==> src/rtl/parity_pkg.sv <==
// Shared definitions for the serial parity path.
// State encoding of the serializer FSM and the frame-parity polarity constants
// (PAR_EVEN / PAR_ODD), which checker benches reuse as well.
package parity_pkg;

  // 2-bit state encoding: IDLE -> SHIFT -> PARITY -> GAP -> IDLE
  typedef enum logic [1:0] {
    S_IDLE   = 2'd0,
    S_SHIFT  = 2'd1,
    S_PARITY = 2'd2,
    S_GAP    = 2'd3
  } state_t;

  localparam logic PAR_EVEN = 1'b0;
  localparam logic PAR_ODD  = 1'b1;

endpackage

==> src/rtl/parity_shiftreg.sv <==
// WIDTH-bit load / shift-right register with a running-XOR accumulator.
// Ports:
//   clock, reset  : clock, async active-high reset
//   load          : capture data_in, clear accumulator
//   shift         : shift right by one, fold the outgoing bit into par_acc
//   data_in       : parallel word
//   lsb           : bit currently at the serial end (sreg[0])
//   par_acc       : XOR of every bit shifted out since the last load
module parity_shiftreg #(
  parameter int WIDTH = 8
) (
  input  logic             clock,
  input  logic             reset,
  input  logic             load,
  input  logic             shift,
  input  logic [WIDTH-1:0] data_in,
  output logic             lsb,
  output logic             par_acc
);

  logic [WIDTH-1:0] sreg;

  always_ff @(posedge clock or posedge reset) begin
    if (reset) begin
      sreg    <= '0;
      par_acc <= 1'b0;
    end else if (load) begin
      sreg    <= data_in;
      par_acc <= 1'b0;
    end else if (shift) begin
      sreg    <= sreg >> 1;
      par_acc <= par_acc ^ sreg[0];
    end
  end

  assign lsb = sreg[0];

endmodule

==> src/rtl/parity_serializer.sv <==
// Parallel-to-serial framer feeding the serial parity checker.
// Accepts a word on valid_in & ready_out, shifts it out LSB-first on x (one bit
// per clock), appends one parity bit, then holds x = 0 for GAP_CYCLES cycles.
// Ports:
//   clock, reset : clock, async active-high reset
//   data_in      : word to send (sampled on accept only)
//   valid_in     : producer has a word
//   ready_out    : serializer idle and able to accept
//   x            : serial stream
//   frame        : x carries a data or parity bit
//   par_bit      : x carries the parity bit
//   busy         : FSM not idle
// All outputs decode from registered state only, never from valid_in/data_in.
module parity_serializer
  import parity_pkg::*;
#(
  parameter int   WIDTH      = 8,
  parameter logic ODD_PARITY = PAR_EVEN,
  parameter int   GAP_CYCLES = 1
) (
  input  logic             clock,
  input  logic             reset,
  input  logic [WIDTH-1:0] data_in,
  input  logic             valid_in,
  output logic             ready_out,
  output logic             x,
  output logic             frame,
  output logic             par_bit,
  output logic             busy
);

  localparam int             CW       = $clog2(WIDTH + 1);
  localparam logic [CW-1:0]  BIT_LAST = CW'(WIDTH - 1);
  localparam logic [CW-1:0]  BIT_SAT  = CW'(WIDTH);
  // GAP is only entered when GAP_CYCLES > 0, so the 0 case never uses this
  localparam logic [3:0]     GAP_LAST = (GAP_CYCLES == 0) ? 4'd0 : 4'(GAP_CYCLES - 1);

  state_t        state;
  logic [CW-1:0] bit_cnt;
  logic [3:0]    gap_cnt;
  logic          accept;
  logic          sr_lsb;
  logic          sr_par;

  assign accept = valid_in & ready_out;

  parity_shiftreg #(.WIDTH(WIDTH)) u_sreg (
    .clock   (clock),
    .reset   (reset),
    .load    (accept),
    .shift   (state == S_SHIFT),
    .data_in (data_in),
    .lsb     (sr_lsb),
    .par_acc (sr_par)
  );

  always_ff @(posedge clock or posedge reset) begin
    if (reset) begin
      state   <= S_IDLE;
      bit_cnt <= '0;
      gap_cnt <= '0;
    end else begin
      case (state)
        S_IDLE: begin
          if (accept) begin
            bit_cnt <= '0;
            state   <= S_SHIFT;
          end
        end
        S_SHIFT: begin
          // saturates at WIDTH on the exit edge
          if (bit_cnt != BIT_SAT) bit_cnt <= bit_cnt + 1'b1;
          if (bit_cnt == BIT_LAST) state <= S_PARITY;
        end
        S_PARITY: begin
          gap_cnt <= '0;
          state   <= (GAP_CYCLES == 0) ? S_IDLE : S_GAP;
        end
        S_GAP: begin
          if (gap_cnt != 4'hF) gap_cnt <= gap_cnt + 4'd1;
          if (gap_cnt == GAP_LAST) state <= S_IDLE;
        end
        default: state <= S_IDLE;
      endcase
    end
  end

  // Output decode: reset forces state to IDLE, so x/frame drop immediately.
  assign ready_out = (state == S_IDLE);
  assign busy      = (state != S_IDLE);
  assign frame     = (state == S_SHIFT) || (state == S_PARITY);
  assign par_bit   = (state == S_PARITY);
  assign x         = (state == S_SHIFT)  ? sr_lsb :
                     (state == S_PARITY) ? (sr_par ^ ODD_PARITY) : 1'b0;

endmodule
==> config.mk <==
export PLATFORM = sky130hd
export DESIGN_NAME = parity_serializer
export DESIGN_NICKNAME = d
export VERILOG_FILES = /design/src/rtl/parity_pkg.sv /design/src/rtl/parity_shiftreg.sv /design/src/rtl/parity_serializer.sv
export SDC_FILE = /design/constraint.sdc
export NUM_CORES = 1
export LEC_CHECK = 0
export BUFFER_PORTS_ARGS = -buffer_cell sky130_fd_sc_hd__buf_2
export CAP_MARGIN = 10
export CORE_ASPECT_RATIO = 1.25
export CORE_MARGIN = 2
export CORE_UTILIZATION = 59
export DETAILED_ROUTE_END_ITERATION = 10
export PLACE_DENSITY = 0.83
export SETUP_SLACK_MARGIN = 0.02
export SLEW_MARGIN = 25
export SYNTH_ARGS = -nofsm -noshare
export SYNTH_HDL_FRONTEND = slang
export SYNTH_SLANG_ARGS = --single-unit
==> constraint.sdc <==
create_clock -name clock -period 2.6 [get_ports clock]
set_clock_uncertainty 0.05 [all_clocks]
set_input_delay 0.39 -clock clock [delete_from_list [all_inputs] [get_ports clock]]
set_output_delay 0.39 -clock clock [all_outputs]
set_load 0.01 [all_outputs]
==> qor.csv, run 1 <==
stage,metric,value,unit
clock_tree,setup bufs post-CTS,0,
logic_synthesis,Seq cells post-synth,19,
critical_path,Reg2Reg Depth,5,
power,Clk pwr share,0.118,
logic_synthesis,post-synthesis simple-gate area fraction,0.145,
logic_synthesis,syn_area_per_cell,9.85,um2
place,pre-CTS setup slack,0.785,ns
clock_tree,htree depth,1,
critical_path,worst-path cell chain,inv_1 > ha_1 > nand2_1 > o21ai_0 > buf_2,
power,Worst VDD drop,693,uV
critical_path,crit path kind,reg -> out,
logic_synthesis,Synth Area in Adders,0.0932,
route,initial DRC count,6,
power,Sw Share,0.410,
logic_synthesis,compound-gate portion of the synthesized area,0.124,
logic_synthesis,YS warnings,0,
sta,RSZ-0062 raised after global routing,false,
worst_hold_path,HP Class,in -> async,
die,# IOs,16,
logic_synthesis,Syn Nets,128,
sta,maximum clock frequency,510,MHz
logic_synthesis,XOR/XNOR Fraction of Synth Area,0.00816,
power,Pwr Density,1070,nW/um2
critical_path,CP bufs+invs,2,
logic_synthesis,"count leader, synth",dfrtp_1,
sta,Setup-failing EPs final,0,
critical_path,top cell family by delay on the critical path,flip-flops,
outcome,status,"finished, final reports clean",
logic_synthesis,Post-synth ARST share,1.00,
sta,"Slew Viols, Final",0,
die,# rows,17,
die,Die X,42.2,um
global_route,vias in the first global route,775,
route,DR pass1 iterations,4,
sta,hold slack,0.117,ns
power,Internal Dissipation,748,uW
finish,Finished Core Util,0.681,
logic_synthesis,Area contributors post-synth,"dfrtp_1 (44%), mux2i_1 (12%), ha_1 (9.3%)",
die,Die Ht,51.7,um
critical_path,FF-to-FF Start,gap_cnt[0]$_DFFE_PP0P_,
clock_tree,CTS Buffer Depth,2,
place,Buffers on Ports,15,
route,final wirelength,1830,um
route,Avg WL per Cell,12.7,um
clock_tree,Root Buffer,clkbuf_4,
logic_synthesis,largest family of logic cells by synthesized area,simple AND/OR/NAND/NOR gates,
critical_path,CP Launch Type,register,
global_route,initial antenna violation count,0,
finish,Total Nets Final,145,
critical_path,Worst Setup End Kind,primary output,
clock_tree,cts repair resizes,0,
clock_tree,Hold Buf Count CTS,0,
critical_path,CP required,2.16,ns
logic_synthesis,most frequent cells after synthesis,"dfrtp_1 (19), nand2_1 (14), mux2i_1 (13)",
clock_tree,clk_lat worst skew,0.30,ns
route,DRC violation count after routing,0,
clock_tree,TritonCTS Buffers,3,
logic_synthesis,top cell type's share of synthesized area,0.443,
critical_path,r2r setup slk,0.76,ns
global_route,first-pass GRT wire length,3230,um
die,Die Area,2180,um2
logic_synthesis,"EDFF count, synth",0,
place,routability cong.,0.791,
sta,Slew headroom,0.545,
sta,Setup Total Neg Slack,0,ns
die,Core ar.,1740,um2
power,Sw Pwr,520,uW
sta,fin crit share,0.755,
sta,Slew @ Worst Pin,0.681,ns
logic_synthesis,mux cell area share after synthesis,0.132,
finish,Area growth syn-to-layout,10.7,%
power,sequential share of power,0.375,
route,DR vias,803,
logic_synthesis,sequential area share after synthesis,0.443,
route,Routed Antenna Nets,0,
critical_path,CP Max Fanout,6,
critical_path,CP max-delay cell,dfrtp_1,
logic_synthesis,Synth area leader,dfrtp_1,
logic_synthesis,ys flop type,dfrtp_1,
flow_run,Max-Cap Viols,0,
sta,final hold violation count,0,
logic_synthesis,Synth Instances,109,
global_route,gr usage total,0.201,
place,Post-DP HPWL,1340,um
critical_path,r2r endpoint,state[1]$_DFFE_PP0P_,
finish,share of post-route cells with drive strength above 1,0.168,
finish,n_diodes,0,
sta,Tmin final,1.96,ns
global_route,pin count of the biggest net entering global routing,20,
logic_synthesis,post-synthesis cell area,1070,um2
global_route,GRT overflow,0,
clock_tree,CTS tree,done,
critical_path,max incr delay on CP,0.41,ns
clock_tree,clock sinks,19,
power,leakage power,0.000566,uW
logic_synthesis,Cell variety after synth,31,
die,Starting Density,0.615,
route,vias per std cell,5.58,
critical_path,Worst EP arrival,1.52,ns
clock_tree,Clock Pin Slew Worst Setup and Hold Paths,0.10,ns
power,Gate power share,0.507,
sta,Final WS setup,0.638,ns
power groups by stage:
stage,registers [uW],clock network [uW],logic [uW]
final,475,150,642
after global routing,490,168,734
after CTS,477,154,653
after detailed placement,482,0,648
after global placement,475,0,621
after floorplan,464,0,509
worst max path at each step:
stage	startpoint	endpoint	cells after the start
after floorplan	gap_cnt[0]$_DFFE_PP0P_	state[1]$_DFFE_PP0P_	5
after global placement	gap_cnt[0]$_DFFE_PP0P_	state[1]$_DFFE_PP0P_	5
after CTS	state[0]$_DFFE_PP0P_	x	5
after global routing	state[0]$_DFFE_PP0P_	x	5
final	state[0]$_DFFE_PP0P_	x	5
after detailed placement	gap_cnt[0]$_DFFE_PP0P_	state[1]$_DFFE_PP0P_	5
state kept, by name, summed over array words and instances, names as in the netlist:
signal	count
u_sreg.par_acc	1
state	2
gap_cnt	4
u_sreg.sreg	8
bit_cnt	4
cells by family (layout without fill, tap and decap cells):
family | count (synthesis) | count (layout)
AND/OR/NAND/NOR | 31 | 31
AO/OA/AOI/OAI | 21 | 21
flip-flops | 19 | 19
buffers and inverters | 15 | 31
multiplexers | 14 | 14
adder cells (fa/ha/maj) | 8 | 8
XOR/XNOR | 1 | 1
metal layers:
layer	routed length (um)	up-vias	GRT usage
met5	0	-	0
met4	36	0	0.109
met3	74	4	0.0521
met2	932	18	0.341
met1	786	378	0.232
li1	-	403	-
layout make-up:
cell class | instances | area, um2
fillers | 141 | 556
multi-input cells | 75 | 538
flip-flops and latches | 19 | 475
repair buffers | 16 | 82.6
inverters | 11 | 41.3
well taps | 19 | 23.8
clock buffers | 3 | 22.5
clock inverters | 1 | 5.00
through the flow:
step / area [um2] / total power [uW] / std cells
after floorplan: 1070 / 973 / 109
after global placement: 1160 / 1100 / 140
after detailed placement: 1160 / 1130 / 140
after CTS: 1190 / 1280 / 144
after global routing: 1190 / 1390 / 144
final: 1190 / 1270 / 144
cell usage in the layout (no fill, tap or decap), types with 2 or more instances in the layout:
master    netlist  routed
mux2i_1        13      13
clkbuf_4        0       3
o21ai_0         8       8
dfrtp_1        19      19
buf_2           3      15
nor2_1          3       3
nand2_1        14      14
ha_1            8       8
o21ai_1         5       5
inv_1          11      11
nor2b_1         3       3
nand3_1         2       2
worst reg2reg max path, stage by stage (launching register included):
cell and delay, ns:
dfrtp_1 0.42, inv_1 0.10, ha_1 0.15, or3b_1 0.35
a221oi_2 0.30, mux2_1 0.36
Power figures use the tool's default switching activity.
==> run 2: changes to the inputs <==
- ABC_AREA: not set -> 1
- CORE_UTILIZATION: 59 -> 50
- PLACE_DENSITY: 0.83 -> 0.75
- clock period: 2.6 -> 1.8 ns (I/O delays scaled with it)
==> qor.csv, run 2 <==
stage,metric,value,unit
outcome,status,"finished, final reports clean",
finish,fill cell count,199,
clock_tree,htree depth,1,
finish,multi-input logic area,583,um2
logic_synthesis,syn_area_per_cell,8.34,um2
sta,final hold violation count,0,
power,Internal Dissipation,1130,uW
clock_tree,clock sinks,19,
logic_synthesis,Area contributors post-synth,"dfrtp_1 (42%), nand3_1 (18%), ha_1 (8.8%)",
finish,Biggest register,u_sreg.sreg,
clock_tree,Root Buffer,clkbuf_4,
power,leakage power,0.000660,uW
place,Post-DP HPWL,1590,um
die,Core ar.,2160,um2
logic_synthesis,Cell variety after synth,23,
finish,Total Nets Final,177,
sta,hold slack,0.166,ns
logic_synthesis,most frequent cells after synthesis,"nand3_1 (41), nand2_1 (23), dfrtp_1 (19)",
critical_path,r2r setup slk,0.28,ns
critical_path,top cell family by delay on the critical path,flip-flops,
sta,Tmin final,1.72,ns
die,# rows,19,
finish,Area growth syn-to-layout,16.0,%
critical_path,CP required,1.48,ns
critical_path,CP bufs+invs,3,
power,sequential share of power,0.350,
finish,n_diodes,0,
logic_synthesis,"EDFF count, synth",0,
sta,RSZ-0062 raised after global routing,true,
finish,Seq. cell area,477,um2
logic_synthesis,ys flop type,dfrtp_1,
route,DR vias,961,
critical_path,FF-to-FF Start,state[0]$_DFFE_PP0P_,
critical_path,Reg2Reg Depth,5,
clock_tree,Clock Pin Slew Worst Setup and Hold Paths,0.11,ns
route,DR pass1 iterations,4,
finish,share of post-route cells with drive strength above 1,0.287,
clock_tree,CTS tree,done,
sta,Slew headroom,0.755,
critical_path,Worst Setup End Kind,primary output,
power,Worst VDD drop,899,uV
critical_path,CP max-delay cell,dfrtp_2,
critical_path,Worst EP arrival,1.40,ns
logic_synthesis,sequential area share after synthesis,0.419,
finish,Largest regs,"u_sreg.sreg (8), bit_cnt (4), gap_cnt (4)",
logic_synthesis,post-synthesis cell area,1130,um2
power,Pwr Density,1560,nW/um2
clock_tree,TritonCTS Buffers,3,
clock_tree,CTS Buffer Depth,2,
route,initial DRC count,18,
clock_tree,clk_lat worst skew,0.30,ns
finish,max reg flops,8,
power,Clk pwr share,0.105,
route,DRC violation count after routing,0,
global_route,initial antenna violation count,0,
worst_hold_path,HP Start,data_in[2],
critical_path,max incr delay on CP,0.45,ns
sta,"Slew Viols, Final",0,
logic_synthesis,"count leader, synth",nand3_1,
place,Buffers on Ports,15,
logic_synthesis,Syn Nets,155,
critical_path,crit path kind,reg -> out,
sta,Setup Total Neg Slack,0,ns
sta,Slew @ Worst Pin,0.364,ns
logic_synthesis,Synth area leader,dfrtp_1,
finish,Finished Core Util,0.608,
finish,"commonest cells after routing, fill and taps aside","nand3_1 (41), nand2_1 (23), dfrtp_1 (18), buf_2 (15), inv_1 (11)",
place,routability cong.,0.793,
global_route,vias in the first global route,962,
critical_path,worst-path cell chain,inv_2 > ha_2 > inv_1 > o31ai_2 > buf_2,
worst_hold_path,worst hold stages,3,
power,Sw Share,0.448,
die,# IOs,16,
power,Gate power share,0.545,
critical_path,CP Launch Type,register,
die,Die X,46.6,um
die,Die Area,2670,um2
worst_hold_path,HP Class,in -> reg,
sta,Setup-failing EPs final,0,
flow_run,Max-Cap Viols,0,
sta,fin crit share,0.955,
die,Die Ht,57.2,um
worst_hold_path,Hold EP,u_sreg.sreg[2]$_DFFE_PP0P_,
global_route,GRT overflow,0,
logic_synthesis,Seq cells post-synth,19,
finish,"commonest non-fill, non-tap cell in the layout",nand3_1,
global_route,gr usage total,0.204,
global_route,first-pass GRT wire length,4000,um
power,Sw Pwr,920,uW
route,Routed Antenna Nets,0,
route,final wirelength,2180,um
route,Avg WL per Cell,11.6,um
route,vias per std cell,5.11,
logic_synthesis,Post-synth ARST share,1.00,
die,Starting Density,0.524,
critical_path,CP Max Fanout,3,
logic_synthesis,top cell type's share of synthesized area,0.419,
critical_path,r2r endpoint,gap_cnt[0]$_DFFE_PP0P_,
sta,maximum clock frequency,582,MHz
global_route,pin count of the biggest net entering global routing,20,
logic_synthesis,Synth Instances,136,
logic_synthesis,YS warnings,0,
## run 2: changes by cell type after synthesis, sizes merged, moves of 2 or more
cell,change
nand3,+39
nand2,+14
mux2i,-13
inv,+4
nor2b,-3
o21ai,-3
a221oi,-2
buf,+2
or2,+2
## run 2: logic make-up after synthesis
group | share of synthesized area
adder cells (fa/ha/maj) | 0.0883
flip-flops | 0.419
XOR/XNOR | 0.00773
AND/OR/NAND/NOR | 0.322
buffers and inverters | 0.0861
AO/OA/AOI/OAI | 0.0762
## run 2: metrics by stage
stage          instances  area [um2]  setup WS (ns)  total power, uW
2_1_floorplan        136        1130          0.194             1510
6_report             188        1320         0.0803             2050
3_3_place_gp         181        1240          0.237             1710
5_1_grt              188        1320        0.00338             2270
4_1_cts              188        1310         0.0269             2050
3_5_place_dp         181        1240          0.218             1760
## run 2: cell type report
cell class / count / area share
flip-flops and latches: 19 / 0.363
multi-input cells: 97 / 0.443
inverters: 15 / 0.0447
well taps: 31 / 0.0295
repair buffers: 22 / 0.0990
clock buffers: 3 / 0.0171
clock inverters: 1 / 0.00381
## run 2: metal layers
metal,global-route usage,wire [um],up-vias
met3,0.0190,44,4
met5,0,0,-
li1,-,-,494
met4,0.0857,42,0
met2,0.355,1180,12
met1,0.246,920,451
## run 2: power groups by stage
stage | registers [uW] | clock network, uW | logic, uW
floorplan | 693 | 0 | 813
global placement | 717 | 0 | 998
detailed placement | 723 | 0 | 1040
CTS | 715 | 224 | 1110
global route | 744 | 240 | 1290
finish | 719 | 215 | 1120
## run 2: how the worst max path moves through the flow
stage	from	to	slack [ns]	depth (start not counted)
CTS	state[0]$_DFFE_PP0P_	x	0.03	5
floorplan	state[1]$_DFFE_PP0P_	x	0.19	5
global placement	state[1]$_DFFE_PP0P_	x	0.24	5
global route	state[0]$_DFFE_PP0P_	x	0.003	5
finish	state[0]$_DFFE_PP0P_	x	0.08	5
detailed placement	state[1]$_DFFE_PP0P_	x	0.22	5
## run 2: timing repair
item                                    in CTS  in global routing
resized for setup                            3                  5
endpoints found under the hold margin       19                  0
hold buffers                                 1                  0
setup buffers                                2                  0
endpoints found under the setup margin       1                  2
## run 2: worst register-to-register path, stage by stage, from the launching register on
cell and delay (ns):
dfrtp_2 0.45, buf_4 0.15, ha_1 0.23, or2_2 0.35
nand3_1 0.09, o21ai_0 0.08
